### config.mk
export PLATFORM = sky130hd
export DESIGN_NAME = seq_shift_unit
export DESIGN_NICKNAME = d
export VERILOG_FILES = /design/src/rtl/seq_shift_unit_pkg.sv /design/src/rtl/seq_shift_unit_step.sv /design/src/rtl/seq_shift_unit.sv
export SDC_FILE = /design/constraint.sdc
export NUM_CORES = 1
export LEC_CHECK = 0
export CAP_MARGIN = 20
export CORE_ASPECT_RATIO = 1.4
export CORE_MARGIN = 4
export CORE_UTILIZATION = 35
export DETAILED_ROUTE_END_ITERATION = 8
export PLACE_DENSITY_LB_ADDON = 0.15
export SLEW_MARGIN = 20
export SYNTH_ARGS = -nofsm -noshare
export SYNTH_HDL_FRONTEND = slang
export SYNTH_SLANG_ARGS = --single-unit
### constraint.sdc
create_clock -name i_clk -period 3.4 [get_ports i_clk]
set_input_delay 0.68 -clock i_clk [delete_from_list [all_inputs] [get_ports i_clk]]
set_output_delay 0.68 -clock i_clk [all_outputs]
set_load 0.03 [all_outputs]
### src/rtl/seq_shift_unit_pkg.sv
// Shared types and constants for the sequential shift unit.
// Operation codes match the i_op encoding used by the execute stage.
package shift_pkg;

    localparam int XLEN = 32;

    typedef enum logic [1:0] {
        OP_SLL  = 2'b00,
        OP_SRL  = 2'b01,
        OP_SRA  = 2'b10,
        OP_RSVD = 2'b11
    } shift_op_e;

    typedef enum logic [1:0] {
        S_IDLE = 2'b00,
        S_BUSY = 2'b01,
        S_DONE = 2'b10
    } shift_state_e;

    // Bits to shift this cycle: the full step, or whatever is left if smaller.
    function automatic logic [4:0] step_amount(input logic [4:0] rem, input logic [4:0] step);
        logic [4:0] amt;
        if (rem < step) begin
            amt = rem;
        end else begin
            amt = step;
        end
        return amt;
    endfunction

endpackage

### src/rtl/seq_shift_unit_step.sv
// Single iteration of the shifter: moves data by s positions for the given op.
// All shift arithmetic of the unit lives here.
module shift_step
    import shift_pkg::*;
(
    input  logic [XLEN-1:0] data,
    input  shift_op_e       op,
    input  logic [4:0]      s,
    output logic [XLEN-1:0] data_next
);

    // SRA keeps data[31] at the original sign, so repeated steps fill correctly.
    always_comb begin
        data_next = data;
        case (op)
            OP_SLL:  data_next = data << s;
            OP_SRL:  data_next = data >> s;
            OP_SRA:  data_next = $signed(data) >>> s;
            default: data_next = data;
        endcase
    end

endmodule

### src/rtl/seq_shift_unit.sv
// Multi-cycle SLL/SRL/SRA responder: accepts one request in IDLE, shifts STEP
// bits per BUSY cycle and pulses o_valid with a registered result in DONE.
module seq_shift_unit #(
    parameter int XLEN = 32,
    parameter int STEP = 1
) (
    input  logic            i_clk,
    input  logic            i_rst_n,
    input  logic            i_valid,
    output logic            o_ready,
    input  logic [1:0]      i_op,
    input  logic [XLEN-1:0] i_operand_a,
    input  logic [4:0]      i_operand_b,
    input  logic            i_flush,
    output logic            o_valid,
    output logic [XLEN-1:0] o_result
);
    import shift_pkg::*;

    localparam logic [4:0] STEP_AMT = 5'(STEP);

    shift_state_e    state_r;
    shift_state_e    state_nx_s;
    logic [XLEN-1:0] data_r;
    logic [XLEN-1:0] data_nx_s;
    logic [XLEN-1:0] step_data_s;
    logic [4:0]      rem_r;
    logic [4:0]      rem_nx_s;
    logic [4:0]      rem_dec_s;
    logic [4:0]      step_s;
    shift_op_e       op_r;
    shift_op_e       op_nx_s;
    logic [XLEN-1:0] result_r;
    logic [XLEN-1:0] result_nx_s;
    logic            valid_r;
    logic            valid_nx_s;

    assign step_s    = step_amount(rem_r, STEP_AMT);
    assign rem_dec_s = rem_r - step_s;

    shift_step u_step (
        .data      (data_r),
        .op        (op_r),
        .s         (step_s),
        .data_next (step_data_s)
    );

    // Next-state, datapath and output decode; flush wins over any request.
    always_comb begin
        state_nx_s  = state_r;
        data_nx_s   = data_r;
        rem_nx_s    = rem_r;
        op_nx_s     = op_r;
        result_nx_s = result_r;
        valid_nx_s  = 1'b0;
        case (state_r)
            S_IDLE: begin
                if (i_flush) begin
                    state_nx_s = S_IDLE;
                end else if (i_valid) begin
                    data_nx_s = i_operand_a;
                    rem_nx_s  = i_operand_b;
                    op_nx_s   = shift_op_e'(i_op);
                    if ((i_operand_b == 5'd0) || (i_op == 2'b11)) begin
                        state_nx_s  = S_DONE;
                        result_nx_s = i_operand_a;
                        valid_nx_s  = 1'b1;
                    end else begin
                        state_nx_s = S_BUSY;
                    end
                end else begin
                    state_nx_s = S_IDLE;
                end
            end
            S_BUSY: begin
                if (i_flush) begin
                    state_nx_s = S_IDLE;
                end else begin
                    data_nx_s = step_data_s;
                    rem_nx_s  = rem_dec_s;
                    if (rem_dec_s == 5'd0) begin
                        state_nx_s  = S_DONE;
                        result_nx_s = step_data_s;
                        valid_nx_s  = 1'b1;
                    end else begin
                        state_nx_s = S_BUSY;
                    end
                end
            end
            S_DONE: begin
                state_nx_s = S_IDLE;
            end
            default: begin
                state_nx_s = S_IDLE;
            end
        endcase
    end

    // State, datapath and output registers.
    always_ff @(posedge i_clk or negedge i_rst_n) begin
        if (!i_rst_n) begin
            state_r  <= S_IDLE;
            data_r   <= {XLEN{1'b0}};
            rem_r    <= 5'd0;
            op_r     <= OP_SLL;
            result_r <= {XLEN{1'b0}};
            valid_r  <= 1'b0;
        end else begin
            state_r  <= state_nx_s;
            data_r   <= data_nx_s;
            rem_r    <= rem_nx_s;
            op_r     <= op_nx_s;
            result_r <= result_nx_s;
            valid_r  <= valid_nx_s;
        end
    end

    assign o_ready  = (state_r == S_IDLE);
    assign o_valid  = valid_r;
    assign o_result = result_r;

endmodule

==> metrics <==
area grow syn2layout=24.82%; Primary FF master, synth=dfrtp_1; Worst-Skew Late Latency=around 0.33 ns; routed vias=about 4.6k; synth top area cells=dfrtp_1, o31ai_1, o221ai_1, mux2_2, a2bb2oi_1; status=complete, no violations; die area=roughly 0.016 sq mm; fraction of registers with async set or reset after synthesis=between 90% and 100%; Final Util=around 45%; Distinct cells, synth=52; skew final=0.008625 ns; Hold Vio Cnt, Final=0; number of enable flip-flop cells after synthesis=0; CTS Buf Count=9; Final ANT Viol Nets=0; Yosys top cell area share=38.27%; synthesized area=about 0.0048 sq mm; setup bufs post-CTS=0; Root Driver=clkbuf_16; core box area=between 0.01 and 0.015 sq mm; dpl cells=about 730; Initial Utilization=approximately 36%; Die H=approximately 150 um; Peak supply drop=313.2 uV; Buf/Inv on CP=1; Mapped Avg Cell Area=between 9 and 10 sq um; Max Cap Violations=0; Hold Crit Class=primary input to asynchronous set/reset pin; first-pass iteration count of the detailed router=5; H-tree Lvls=3; DRC viols=0; Tmin final=roughly 2.8 ns; WL per Instance=21.18 um; Overall Global Routing Usage=about a fifth; PostCTS Resize Cnt=0; Final GP Congestion=~0.86; Synth area leader=dfrtp_1; Crit path required time=approximately 3.6 ns; fillers=1,327; Crit path largest cell delay=0.49 ns; #FFs+latches synth=73; Final Setup Violations=0; CTS Buffer Depth=2; Cell Rows=50; Die X=between 100 and 150 um; Critical Path Slowest Stage Cell=dfrtp_1; Crit Path Category=flip-flop to flip-flop; vias in the first global route=around 4.6k; Post-DP HPWL=~10 mm; Slew Viols, Final=0; largest net degree at the start of global routing=74; top-count cell post-synth=dfrtp_1; final net count=around 610; CP startpoint=rem_r[1]$_DFFE_PN0P_; share of cells above drive strength 1=between 10% and 20%; Sink Count=73; PwrDens=796.6 mW/mm^2; final total negative setup slack=0 ns; Cell Chain, Critical Path=or3_4 -> o21bai_1 -> ha_1 -> or3_1 -> and4_4 -> a22oi_4 -> inv_2 -> mux2_2; WP data arrival=about 3 ns; CTS clock-pin slew for the worst setup and hold paths=approximately 0.06 ns; Max Freq=roughly 360 MHz; RSZ-0062 raised after global routing=no; n_diodes=0; register area share after synthesis=between 30% and 40%; Hold Buf Count CTS=0; CTS tree=built; Slew HR=31.84%; initial antenna violation count=0; Tcrit/Tclk final=between 80% and 90%; Iteration-0 DRC Markers=between 200 and 300; Post-Syn Instances=slightly above 500; R2R depth=8; cell depth of the worst setup path=8; reg2reg start=rem_r[1]$_DFFE_PN0P_; vias per cell=6.081; CP endpoint kind=flip-flop; Slew @ Worst Pin=between 1 and 1.5 ns; CP top delay family=simple AND/OR/NAND/NOR gates; Layout Cells excl Fill=750; GRT overflow=0; Pleak=0.002269 uW; critical path startpoint category=flip-flop; top cells by count, synth=dfrtp_1, o31ai_1, clkbuf_1, nand2_1, nor2_1; I/O pin total=a little under 80; Max Fanout on Critical Path=14; global-route wire length before repair=between 20 and 30 mm; IO buf count=76; yosys warns=0; DRT Wirelength=approximately 16 mm; Post-Syn Nets=560
-- path summary, 6_finish.rpt --
check	endpoint	slack [ns]
setup / recovery	o_result[0]$_DFFE_PN0P_	0.64
hold / removal	data_r[3]$_DFFE_PN0P_	0.51
setup reg to reg	o_result[0]$_DFFE_PN0P_	0.64
hold reg to reg	data_r[9]$_DFFE_PN0P_	0.54
max in group asynchronous	op_r[0]$_DFFE_PN0P_	2.23
min in group i_clk	data_r[9]$_DFFE_PN0P_	0.54
-- worst register-to-register path, delay by kind of cell (launching register included) --
family	cells	cell delay, ns
adder cells (fa/ha/maj)	1	0.29
multiplexers	1	0.37
AO/OA/AOI/OAI	2	0.33
AND/OR/NAND/NOR	3	0.94
flip-flops	1	0.49
buffers and inverters	1	0.22
-- cell type report --
type / instances / area, sq um / area share [%]
inverters: 3 / 11.26 / 0.1890
multi-input cells: 380 / 2653 / 44.52
clock buffers: 11 / 252.7 / 4.242
repair buffers: 96 / 908.4 / 15.25
flip-flops and latches: 73 / 1828 / 30.68
clock inverters: 5 / 77.57 / 1.302
well taps: 182 / 227.7 / 3.822
-- flip-flops by register name, summed over array words and instances (netlist names) --
name      flops
op_r          2
rem_r         5
data_r       32
state_r       2
o_result     32
-- layer usage --
layer,vias up,global-route usage (%),share of wire (%)
met2,179,32.72,48
li1,2128,-,-
met4,0,5.950,1.3
met1,2238,29.00,45
met5,-,0,0
met3,16,3.582,6.1
-- cells by family (layout without fill, tap and decap cells) --
logic type / count (synthesis) / count (layout) / share of synthesized area (%)
compound gates: 246 / 246 / 38.45
simple gates: 112 / 112 / 11.69
flops: 73 / 73 / 38.27
buf+inv: 62 / 115 / 6.448
mux: 19 / 19 / 4.430
fa+ha+maj: 2 / 2 / 0.5242
xor+xnor: 1 / 1 / 0.1835
-- metrics by stage --
step	total power, uW	setup slack, ns	hold WS, ns	cell area [sq um]
floorplan	2909	0.8265	0.3844	4773
detailed placement	3677	0.6760	0.5227	5628
CTS	4767	0.6607	0.5386	5958
global route	5021	0.4794	0.5568	5958
finish	4746	0.6431	0.5083	5958
global placement	3654	0.7964	0.4990	5628
-- cells in the final DEF (no fill, tap or decap), types with 2 or more instances in the layout --
master,Yosys,layout
clkdlybuf4s50_1,0,75
dfrtp_1,73,72
o31ai_1,56,56
nand2_1,33,33
nor2_1,32,31
a21oi_1,24,24
a31oi_1,24,24
o21ai_0,23,23
nand2b_1,23,23
o221ai_1,22,22
buf_4,1,21
a2bb2oi_1,18,18
a221oi_1,17,17
mux2_2,17,17
a211oi_1,13,13
a22oi_1,12,12
o221a_2,10,10
clkbuf_16,0,9
or2_2,7,7
o21ai_1,8,7
a21o_1,6,6
nand3_1,3,3
nor2b_1,4,3
inv_1,2,2
mux2i_1,2,2
ha_1,2,2
bufinv_16,0,2
clkinv_2,0,2
clkbuf_8,0,2
-- power breakdown --
group,internal (uW),total [uW],switching [uW]
combinational,938,2140,1200
clock,681,1060,381
sequential,1180,1540,366
total,2800,4750,1950
(Power assumes the default switching activity.)
